## src/rtl/fib_scan_ctrl.sv

```systemverilog
// Sequencer that steps a shared 4-bit Fibonacci-digit detector through [lo..hi],
// collecting a hit count and per-value hit mask. Optional macro: FIB_SCAN_ERR_EN.
module fib_scan_ctrl #(
    parameter int MAXV  = 9,
    parameter int CNT_W = 5
) (
    input  logic             clk,
    input  logic             rst,
    input  logic             start,
    input  logic [3:0]       lo,
    input  logic [3:0]       hi,
    output logic [3:0]       det_in,
    input  logic             det_isfib,
    output logic             busy,
    output logic             done,
    output logic [CNT_W-1:0] hit_cnt,
    output logic [15:0]      hit_mask
`ifdef FIB_SCAN_ERR_EN
    ,
    output logic             err
`endif
);

    typedef enum logic [1:0] {IDLE, SCAN, DONE} state_t;

    localparam logic [3:0] MAXV_C = 4'(MAXV);

    state_t           state_q, state_d;
    logic [3:0]       hi_q, hi_d;
    logic [3:0]       det_in_q, det_in_d;
    logic             busy_q, busy_d;
    logic             done_q, done_d;
    logic [CNT_W-1:0] hit_cnt_q, hit_cnt_d;
    logic [15:0]      hit_mask_q, hit_mask_d;
    logic             err_q, err_d;
    logic [3:0]       hi_eff;

    // NOTE: every _d gets a default first so no path through the case leaves one unassigned (no latches).
    always_comb begin
        state_d    = state_q;
        hi_d       = hi_q;
        det_in_d   = det_in_q;
        busy_d     = busy_q;
        done_d     = done_q;
        hit_cnt_d  = hit_cnt_q;
        hit_mask_d = hit_mask_q;
        err_d      = err_q;
`ifdef FIB_SCAN_ERR_EN
        hi_eff     = hi;
`else
        hi_eff     = (hi > MAXV_C) ? MAXV_C : hi;
`endif

        case (state_q)
            IDLE: begin
                busy_d   = 1'b0;
                done_d   = 1'b0;
                det_in_d = 4'd0;
                if (start) begin
                    hi_d       = hi_eff;
                    hit_cnt_d  = '0;
                    hit_mask_d = '0;
                    busy_d     = 1'b1;
`ifdef FIB_SCAN_ERR_EN
                    err_d      = (lo > MAXV_C);
`else
                    err_d      = 1'b0;
`endif
                    // Without the macro hi_eff <= MAXV, so lo > MAXV also lands here.
                    if (lo > hi_eff) begin
                        state_d = DONE;
                        done_d  = 1'b1;
                    end else begin
                        state_d  = SCAN;
                        det_in_d = lo;
                    end
                end
            end

            SCAN: begin
                if (det_isfib && (det_in_q <= MAXV_C)) begin
                    hit_cnt_d            = hit_cnt_q + CNT_W'(1);
                    hit_mask_d[det_in_q] = 1'b1;
                end
`ifdef FIB_SCAN_ERR_EN
                if (det_in_q > MAXV_C) begin
                    err_d = 1'b1;
                end
`endif
                if (det_in_q == hi_q) begin
                    state_d  = DONE;
                    done_d   = 1'b1;
                    det_in_d = 4'd0;
                end else begin
                    det_in_d = det_in_q + 4'd1;
                end
            end

            DONE: begin
                state_d = IDLE;
                busy_d  = 1'b0;
                done_d  = 1'b0;
            end

            default: begin
                state_d  = IDLE;
                busy_d   = 1'b0;
                done_d   = 1'b0;
                det_in_d = 4'd0;
            end
        endcase
    end

    // NOTE: sequential state uses non-blocking assignments so all flops update together at the edge.
    always_ff @(posedge clk) begin
        if (rst) begin
            state_q    <= IDLE;
            hi_q       <= 4'd0;
            det_in_q   <= 4'd0;
            busy_q     <= 1'b0;
            done_q     <= 1'b0;
            hit_cnt_q  <= '0;
            hit_mask_q <= '0;
            err_q      <= 1'b0;
        end else begin
            state_q    <= state_d;
            hi_q       <= hi_d;
            det_in_q   <= det_in_d;
            busy_q     <= busy_d;
            done_q     <= done_d;
            hit_cnt_q  <= hit_cnt_d;
            hit_mask_q <= hit_mask_d;
            err_q      <= err_d;
        end
    end

    assign det_in   = det_in_q;
    assign busy     = busy_q;
    assign done     = done_q;
    assign hit_cnt  = hit_cnt_q;
    assign hit_mask = hit_mask_q;
`ifdef FIB_SCAN_ERR_EN
    assign err      = err_q;
`else
    logic unused_err;
    assign unused_err = err_q;
`endif

endmodule

```

## config.mk

```make
export PLATFORM = sky130hd
export DESIGN_NAME = fib_scan_ctrl
export DESIGN_NICKNAME = d
export VERILOG_FILES = /design/src/rtl/fib_scan_ctrl.sv
export SDC_FILE = /design/constraint.sdc
export NUM_CORES = 1
export LEC_CHECK = 0
export CORE_UTILIZATION = 48
export DETAILED_ROUTE_END_ITERATION = 7
export PLACE_DENSITY = 0.9
export SYNTH_ARGS = -nofsm -noshare
export SYNTH_HDL_FRONTEND = slang
export SYNTH_SLANG_ARGS = --single-unit
export TNS_END_PERCENT = 1
```

## constraint.sdc

```tcl
create_clock -name clk -period 2.11 [get_ports clk]
set_input_delay 0.422 -clock clk [delete_from_list [all_inputs] [get_ports clk]]
set_output_delay 0.422 -clock clk [all_outputs]
set_load 0.05 [all_outputs]
```

# ---- After elaboration in Yosys (flattened, before gate mapping)
# Cells that the tools add are included.
dict set report word_totals {
  in_bits 12
  ff_bits 33
  out_inout_bits 27
}
dict set report op_classes {
  reduce_logical 7
  add_sub_neg 2
  magnitude_cmp 5
  mux 23
  n_bitwise 1
  eq_ne 6
}
# cell n
set op_table {}
lappend op_table {{$mux 16} 2}
lappend op_table {{$pmux 16 s2} 1}
lappend op_table {{$mux 4} 4}
lappend op_table {{$or 16x16->16} 1}
lappend op_table {{$pmux 4 s3} 1}
lappend op_table {{$mux 5} 2}
lappend op_table {{$pmux 5 s2} 1}
lappend op_table {{$mux 2} 3}
lappend op_table {{$ne 2x2->1 const B} 3}
lappend op_table {{$add 5x1->5 const B} 1}
lappend op_table {{$lt 4x5->1 const B} 1}
lappend op_table {{$mux 1} 5}
lappend op_table {{$add 4x1->4 const B} 1}
lappend op_table {{$demux 1 s4} 1}
lappend op_table {{$eq 4x4->1} 1}
lappend op_table {{$ge 4x1->1 const B} 1}
lappend op_table {{$gt 4x4->1} 1}
lappend op_table {{$gt 4x4->1 const B} 1}
lappend op_table {{$le 4x4->1 const B} 1}
lappend op_table {{$pmux 1 s2} 2}
lappend op_table {{$pmux 2 s2} 1}
lappend op_table {{$reduce_and 2->1} 2}
lappend op_table {{$reduce_and 3->1} 1}
lappend op_table {{$eq 2x1->1 const B} 1}
lappend op_table {{other kinds (4)} 5}

# ---- Depth between registers and ports, before layout
dict set report logic_depth {
  word_depth 7
  depth_mapped 7
}

# ---- Worst setup path after synthesis
# No wires, ideal clock.
dict set report synth_timing {
  path_type {register -> register}
  start {register det_in_q[0] (netlist: det_in[0])}
  end {register hit_cnt_q[2] (netlist: hit_cnt[2])}
  arrival_ps 1932
  path_buffers 0
  stages_incl_launch_ff 7
  period_less_slack_ps 1993
  required_time_ps 2049
  path_slack_ps 117
  setup_ps 61
  cell_sequence {dfxtp_1 -> inv_1 -> ha_1 -> o21bai_1 -> a21oi_1 -> a2111oi_0 -> nand2b_1}
}
dict set report synth_between {
  elab_chain_len 4
}
# item line
set synth_rtl {}
lappend synth_rtl {{start, declared} 30} ;# logic [3:0] det_in_q, det_in_d;
lappend synth_rtl {{start signal, assigned} 128} ;# det_in_q <= det_in_d;
lappend synth_rtl {{$le 4x4->1} 81} ;# if (det_isfib && (det_in_q <= MAXV_C)) begin
lappend synth_rtl {{$logic_and 1x1->1} 81}
lappend synth_rtl {{$ne 2x2->1 (no line)} --}
lappend synth_rtl {{$reduce_and 3->1 (no line)} --}
lappend synth_rtl {{end signal, assigned} 131} ;# hit_cnt_q <= hit_cnt_d;
lappend synth_rtl {{end, declared} 33} ;# logic [CNT_W-1:0] hit_cnt_q, hit_cnt_d;
# Every way passes these cells.
# A chain may end at the register's enable or synchronous reset.

# ---- Worst setup path after layout
dict set report layout_timing {
  start {register det_in_q[1] (netlist: det_in[1])}
  end {output port det_in[1]}
}
# item line
set layout_rtl {}
lappend layout_rtl {{end, declared} 12} ;# output logic [3:0] det_in,
# No word-level cell between the ends.

==> metrics.cfg <==
[status]
status=complete, but fails checks
violations=design-rule violations

[min_path]
min_to=hit_mask[14]
min_path_type=reg2reg
hp-start=hit_mask[14]
hold_path_depth=1

[detailed_routing]
detail_route.wl_per_cell_um=15.0
wl_mm=3.78
vias_per_cell=5.50
dr.first_iter.drc_count=38
dr.pass1.iters=6
route.antenna.remaining_nets=0
num_vias=1385
drc=1

[clock_tree]
cts.reportedPaths.clkPinSlew_ps=110
htree_levels=2
clockBufferDepth=2
holdBufCountCts=0
cts.sinks=33
insertion_delay_ps=350
cts_setup_buffers=0
clock-root-buffer=clkbuf_4
cts_buffers=5
cts_tree=yes

[synthesis]
yosysTopAreaCell=dfxtp_1
synth_xor_area_frac=0.0335
synth_edf_count=0
synth_top_family_by_area=compound AO/OA/AOI/OAI gates
muxShareOfSynthArea=0.0196
synth-warning-count=0
synth_area_leaders=dfxtp_1, ha_1, a22o_1
yosys.area_share.simple=0.186
syn-num-nets=180
synthFlopType=dfxtp_1
synth-compound-area-share=0.207
async_flop_share=0
yosysUniqueCellTypes=41
seq_area_frac_synth=0.431
avgSynthCellArea_sq_um=9.64
synthCells=159
synth-adder-area-share=0.0735
ys_seq_elements=33
syn_area_sq_um=1530
yosys.area.top_type_share=0.431

[timing]
drv_slew=0
finalCritPeriodShare=0.971
setup_viol=0
max_freq_mhz=488
rsz0062_at_grt=false
period_minus_slack_ps=2050
worstMarginPinSlew_ps=971
finalWorstSetupSlack_ps=61.6
hold_violations=0
holdWs_ps=470
fin_worst_skew_ps=12.4
maxSlewHeadroom=0.350

[power_and_ir_drop]
p_int_mw=1.05
p_leak_nw=0.853
p_sw_frac=0.294
power.share.sequential=0.458
pwr-share-clk=0.341
irDropWorstVdd_uv=459
p_per_area_nw_per_um2=710
power_switching_mw=0.436
power_frac_comb=0.201

[setup_path]
crit_path_top_delay_cell=clkdlybuf4s50_1
start_kind=register
r2r-start=det_in[0]
worstPathMaxFanout=5
critPathCaptureType=output pin
r2r.worst_path.cells=7
required_ps=1690
cp.buffers_inverters=1
path_delay_family=buffers and inverters
cp.arrival_ps=1630
critPathMaxStageDelay_ps=840
path_class=reg2out
ff2ff_setup_slack_ps=160
timing.rr.end=hit_cnt[2]
crit_path_cell_trace=clkdlybuf4s50_1

[global_routing]
grt_usage=0.247
grt_pass1_wl_mm=6.12
grt_pass1_vias=1294
overflow=0
grt_antenna_before_repair=0
grt_start_max_net_pins=16

[layout]
final_nets=228
fin_area_sq_um=2090
antenna_cells=0
final_core_util=0.685
drive_gt1_frac=0.135
syn_to_final_growth_pct=36.4
final-instance-count-excl-fill=252

[floorplan]
dieArea_sq_um=3420
dieWidth_um=58.5
ios=39
num_rows=20
core_sq_um=3050
die_h_um=58.5
start_util=0.502

[placed_design]
placed_area_sq_um=2000
gp_congestion=0.894
dp_hpwl_mm=2.78
dp.cells=244
io_buffer_count=38
pre_cts_ws_ps=-287

[flow_run]
maxCapViolCount=0

## power groups by stage
stage	logic, mW	registers, mW	clock network [mW]
3_5_place_dp	0.292	0.693	0
3_3_place_gp	0.278	0.690	0
4_1_cts	0.293	0.678	0.506
5_1_grt	0.320	0.682	0.533
6_report	0.298	0.679	0.506
2_1_floorplan	0.156	0.721	0
## routing by layer
layer | global-route usage | part of all wire | up-vias
met4 | 0.146 | 0.034 | 0
met2 | 0.399 | 0.47 | 59
met5 | 0 | 0 | -
met3 | 0.0923 | 0.067 | 14
li1 | - | - | 669
met1 | 0.280 | 0.43 | 643
## Yosys cell counts (all sizes together) (2+ instances only)
cell type / instances
mux2i: 3
xor2: 4
a2111oi: 2
nor2: 11
or3: 2
nand3b: 2
or2: 3
nor4: 3
a211oi: 2
o2111ai: 3
clkbuf: 3
inv: 10
a22o: 8
nand2b: 3
ha: 9
nand2: 12
nor3b: 4
buf: 4
o21ai: 4
a21oi: 12
a221o: 4
nand3: 4
and2: 4
dfxtp: 33
## flip-flops by register name, indices dropped and copies added, names as in the netlist
| signal | count |
|---|---|
| hit_mask | 16 |
| hit_cnt | 5 |
| det_in | 4 |
| hi_q | 4 |
| state_q | 2 |
| busy | 1 |
| done | 1 |
## cell usage in the layout, fill, tap and decap left out, types with 5 or more instances in the layout
master / synthesis / final
a21oi_1: 12 / 12
inv_1: 10 / 10
nor2_1: 11 / 11
clkbuf_4: 0 / 5
clkdlybuf4s50_1: 0 / 35
a22o_1: 8 / 8
ha_1: 9 / 9
dfxtp_1: 33 / 33
buf_4: 0 / 12
nand2_1: 12 / 12
## cells by family (layout without fill, tap and decap cells)
| group | after synthesis | after routing |
|---|---|---|
| flops | 33 | 33 |
| xor+xnor | 5 | 5 |
| simple gates | 52 | 52 |
| fa+ha+maj | 9 | 9 |
| compound gates | 40 | 40 |
| mux | 3 | 3 |
| buf+inv | 17 | 66 |
## repair_timing
item | CTS | global route
hold endpoints to repair | 0 | 0
gates resized for setup | 1 | 1
endpoints found under the setup margin | 1 | 4
## how the worst max path moves through the flow
stage | startpoint | end | slack (ps) | cells after the start
6_report | det_in[1] | det_in[1] | 60 | 1
5_1_grt | det_in[1] | det_in[1] | 10 | 1
4_1_cts | det_in[1] | det_in[1] | 60 | 1
3_5_place_dp | hi[3] | det_in[3] | -290 | 8
3_3_place_gp | hi[3] | det_in[3] | -190 | 8
2_1_floorplan | det_in[0] | hit_cnt[2] | 120 | 6
## cell type report
class                      count  area [sq um]
fill                         262           962
tap                           44          55.1
clock inverter                 1          30.0
multi-input combinational    109           803
sequential                    33           661
clock buffer                   7          55.1
timing repair buffer          48           449
inverter                      10          37.5
## worst reg2reg max path, delay by kind of cell, from the launching register on
family	cells	cell delay, ps
AO/OA/AOI/OAI	3	650
adder cells (fa/ha/maj)	1	290
buffers and inverters	2	300
flip-flops	1	510
AND/OR/NAND/NOR	1	150
## through the flow
step           power, mW  TNS, ps
4_1_cts             1.48        0
3_5_place_dp       0.985    -1710
2_1_floorplan      0.877        0
3_3_place_gp       0.969     -939
5_1_grt             1.54        0
6_report            1.48        0
Note: power is estimated with default switching activity, not from simulation.
==> edit: new RTL, same flow settings <==
Re-encode `state_t` (3 states) as one-hot, 3 bits wide.
--- a/src/rtl/fib_scan_ctrl.sv
+++ b/src/rtl/fib_scan_ctrl.sv
@@ -22,5 +22,5 @@
 );
 
-    typedef enum logic [1:0] {IDLE, SCAN, DONE} state_t;
+    typedef enum logic [2:0] {IDLE = 3'b001, SCAN = 3'b010, DONE = 3'b100} state_t;
 
     localparam logic [3:0] MAXV_C = 4'(MAXV);
Formal check against the unedited RTL: no difference found for any inputs over 10 cycles, from zero or initial values and one cycle with rst high; not proved beyond that.
==> edit against the unedited design <==
Sequential power hardly changed. Setup slack better by 0.058 ns. Total power is 19% lower. Sequential cell count is 1 higher. Count of clock-buffer cells in the layout is 2 lower. Synthesized cell count is 0.63% higher. Design area is 1.6% lower. Routed wire length is 15% lower. Combinational power is 32% lower. Cell count is 0.40% lower. Synthesized area is 0.82% higher. Clock skew is 0.0076 ns lower. Fmax is 2.9% higher. Critical endpoint is now hit_cnt[0]. Largest cell class unchanged. Largest power group unchanged. Highest routed layer unchanged.
==> edit: results (changes against the unedited design) <==
- Sw power: 0.3412 mW (-22%)
- Pre-CTS setup slack: -0.2332 ns (+0.05340 ns)
- Worst hold start: hit_mask[14]
- Syn Nets: 181 (+0.56%)
- TritonCTS buffer count: 5 (unchanged)
- Initial drt markers: 36 (-5.3%)
- P_leak: 0.7999 nW (-6.2%)
- Minimum hold slack: 0.4688 ns (-0.0009080 ns)
- Critical Path AT: 1.57 ns (-0.06 ns)
- Clk pwr: 0.325 mW (-36%)
- Crit path max-delay family: buffers and inverters
- Synth Area in Adders: 7.287% (-0.059 points)
- Worst VDD drop: 367.7 µV (-20%)
- RD Place Congestion: 0.7636 (-15%)
- Flop-to-flop setup slack: 0.21 ns (+0.05 ns)
- Status: finished clean
- Via count: 1,341 (-3.2%)
- Synth top area cells: dfxtp_1, ha_1, a22o_1
- Synthesized netlist cell count: 160 (+0.63%)
- Synth Area in Compound Gates: 19.68% (-1.1 points)
- Largest net degree at the start of global routing: 20 (+4)
- Vias in the first global route: 1,221 (-5.6%)
- Share of layout cells above drive strength 1: 12.56% (-0.90 points)
- P_comb: 0.202 mW (-32%)
- Max Clock Skew: 0.004823 ns (-0.007570 ns)
- Reg2reg end: hit_mask[7]
- Register area share after synthesis: 44.05% (+0.95 points)
- First-pass GRT wire length: 5499 µm (-10%)
- Aggregate global-route resource usage: 21.38% (-3.4 points)
- Filler cells: 246 (-6.1%)
- Xor and xnor area share after synthesis: 3.968% (+0.62 points)
- Synth cell types: 36 (-12%)
- Slew @ Worst Pin: 0.9597 ns (-0.01143 ns)
- Final std cells w/o fill: 251 (-0.40%)
- DP Area: 2004 µm² (+0.19%)
- Total power: 1.206 mW (-19%)
- Most instantiated cells after synthesis: dfxtp_1, a22o_1, nand3_1, nor2_1
- Post-Route WL: 3202 µm (-15%)
- Clk_lat worst skew: 0.33 ns (-0.02 ns)
-- edit: cell count changes after synthesis, moves of 3 or more --
| cell | change |
|---|---|
| nand2_1 | -4 |
| a221o_1 | -4 |
| nor2b_1 | +3 |
| nand3_1 | +7 |
| nor3b_1 | -4 |
| xnor2_1 | +4 |
| o21ai_0 | +6 |
| inv_1 | -3 |
| a22o_1 | +4 |
| a21oi_1 | -3 |
-- edit: layer usage --
metal	part of all wire, %	up-vias	track usage (%)
met3	4.1	7	4.835
li1	-	674	-
met4	1.7	0	9.864
met5	0	-	0
met2	47	42	34.58
met1	47	618	27.07
-- edit: worst max path at each step --
stage | start | to | slack (ns) | depth (start not counted)
floorplan | det_in[0] | hit_cnt[4] | 0.15 | 7
global placement | hi[3] | done | -0.09 | 10
detailed placement | hi[3] | done | -0.23 | 10
CTS | det_in[1] | det_in[1] | 0.009 | 1
global route | hi[3] | done | 0.01 | 10
finish | hit_cnt[0] | hit_cnt[0] | 0.12 | 1
-- edit: final cells by class --
cell class                      instances  area share, %
Clock buffer                            5          1.825
Inverter                                7          1.277
Timing Repair Buffer                   47          21.78
Sequential cell                        34          33.09
Tap cell                               44          2.676
Multi-Input combinational cell        112          38.87
Clock inverter                          2         0.4866
-- edit: what timing repair did --
action | in CTS | in global routing
setup endpoints to repair | 0 | 3
resized for setup | 0 | 3
endpoints found under the hold margin | 0 | 0
-- edit: logic make-up (layout without fill, tap and decap cells) --
| kind of cell | count (synthesis) | in the layout |
|---|---|---|
| xor+xnor | 7 | 7 |
| fa+ha+maj | 9 | 9 |
| mux | 2 | 2 |
| simple gates | 52 | 52 |
| flops | 34 | 34 |
| buf+inv | 14 | 61 |
| compound gates | 42 | 42 |
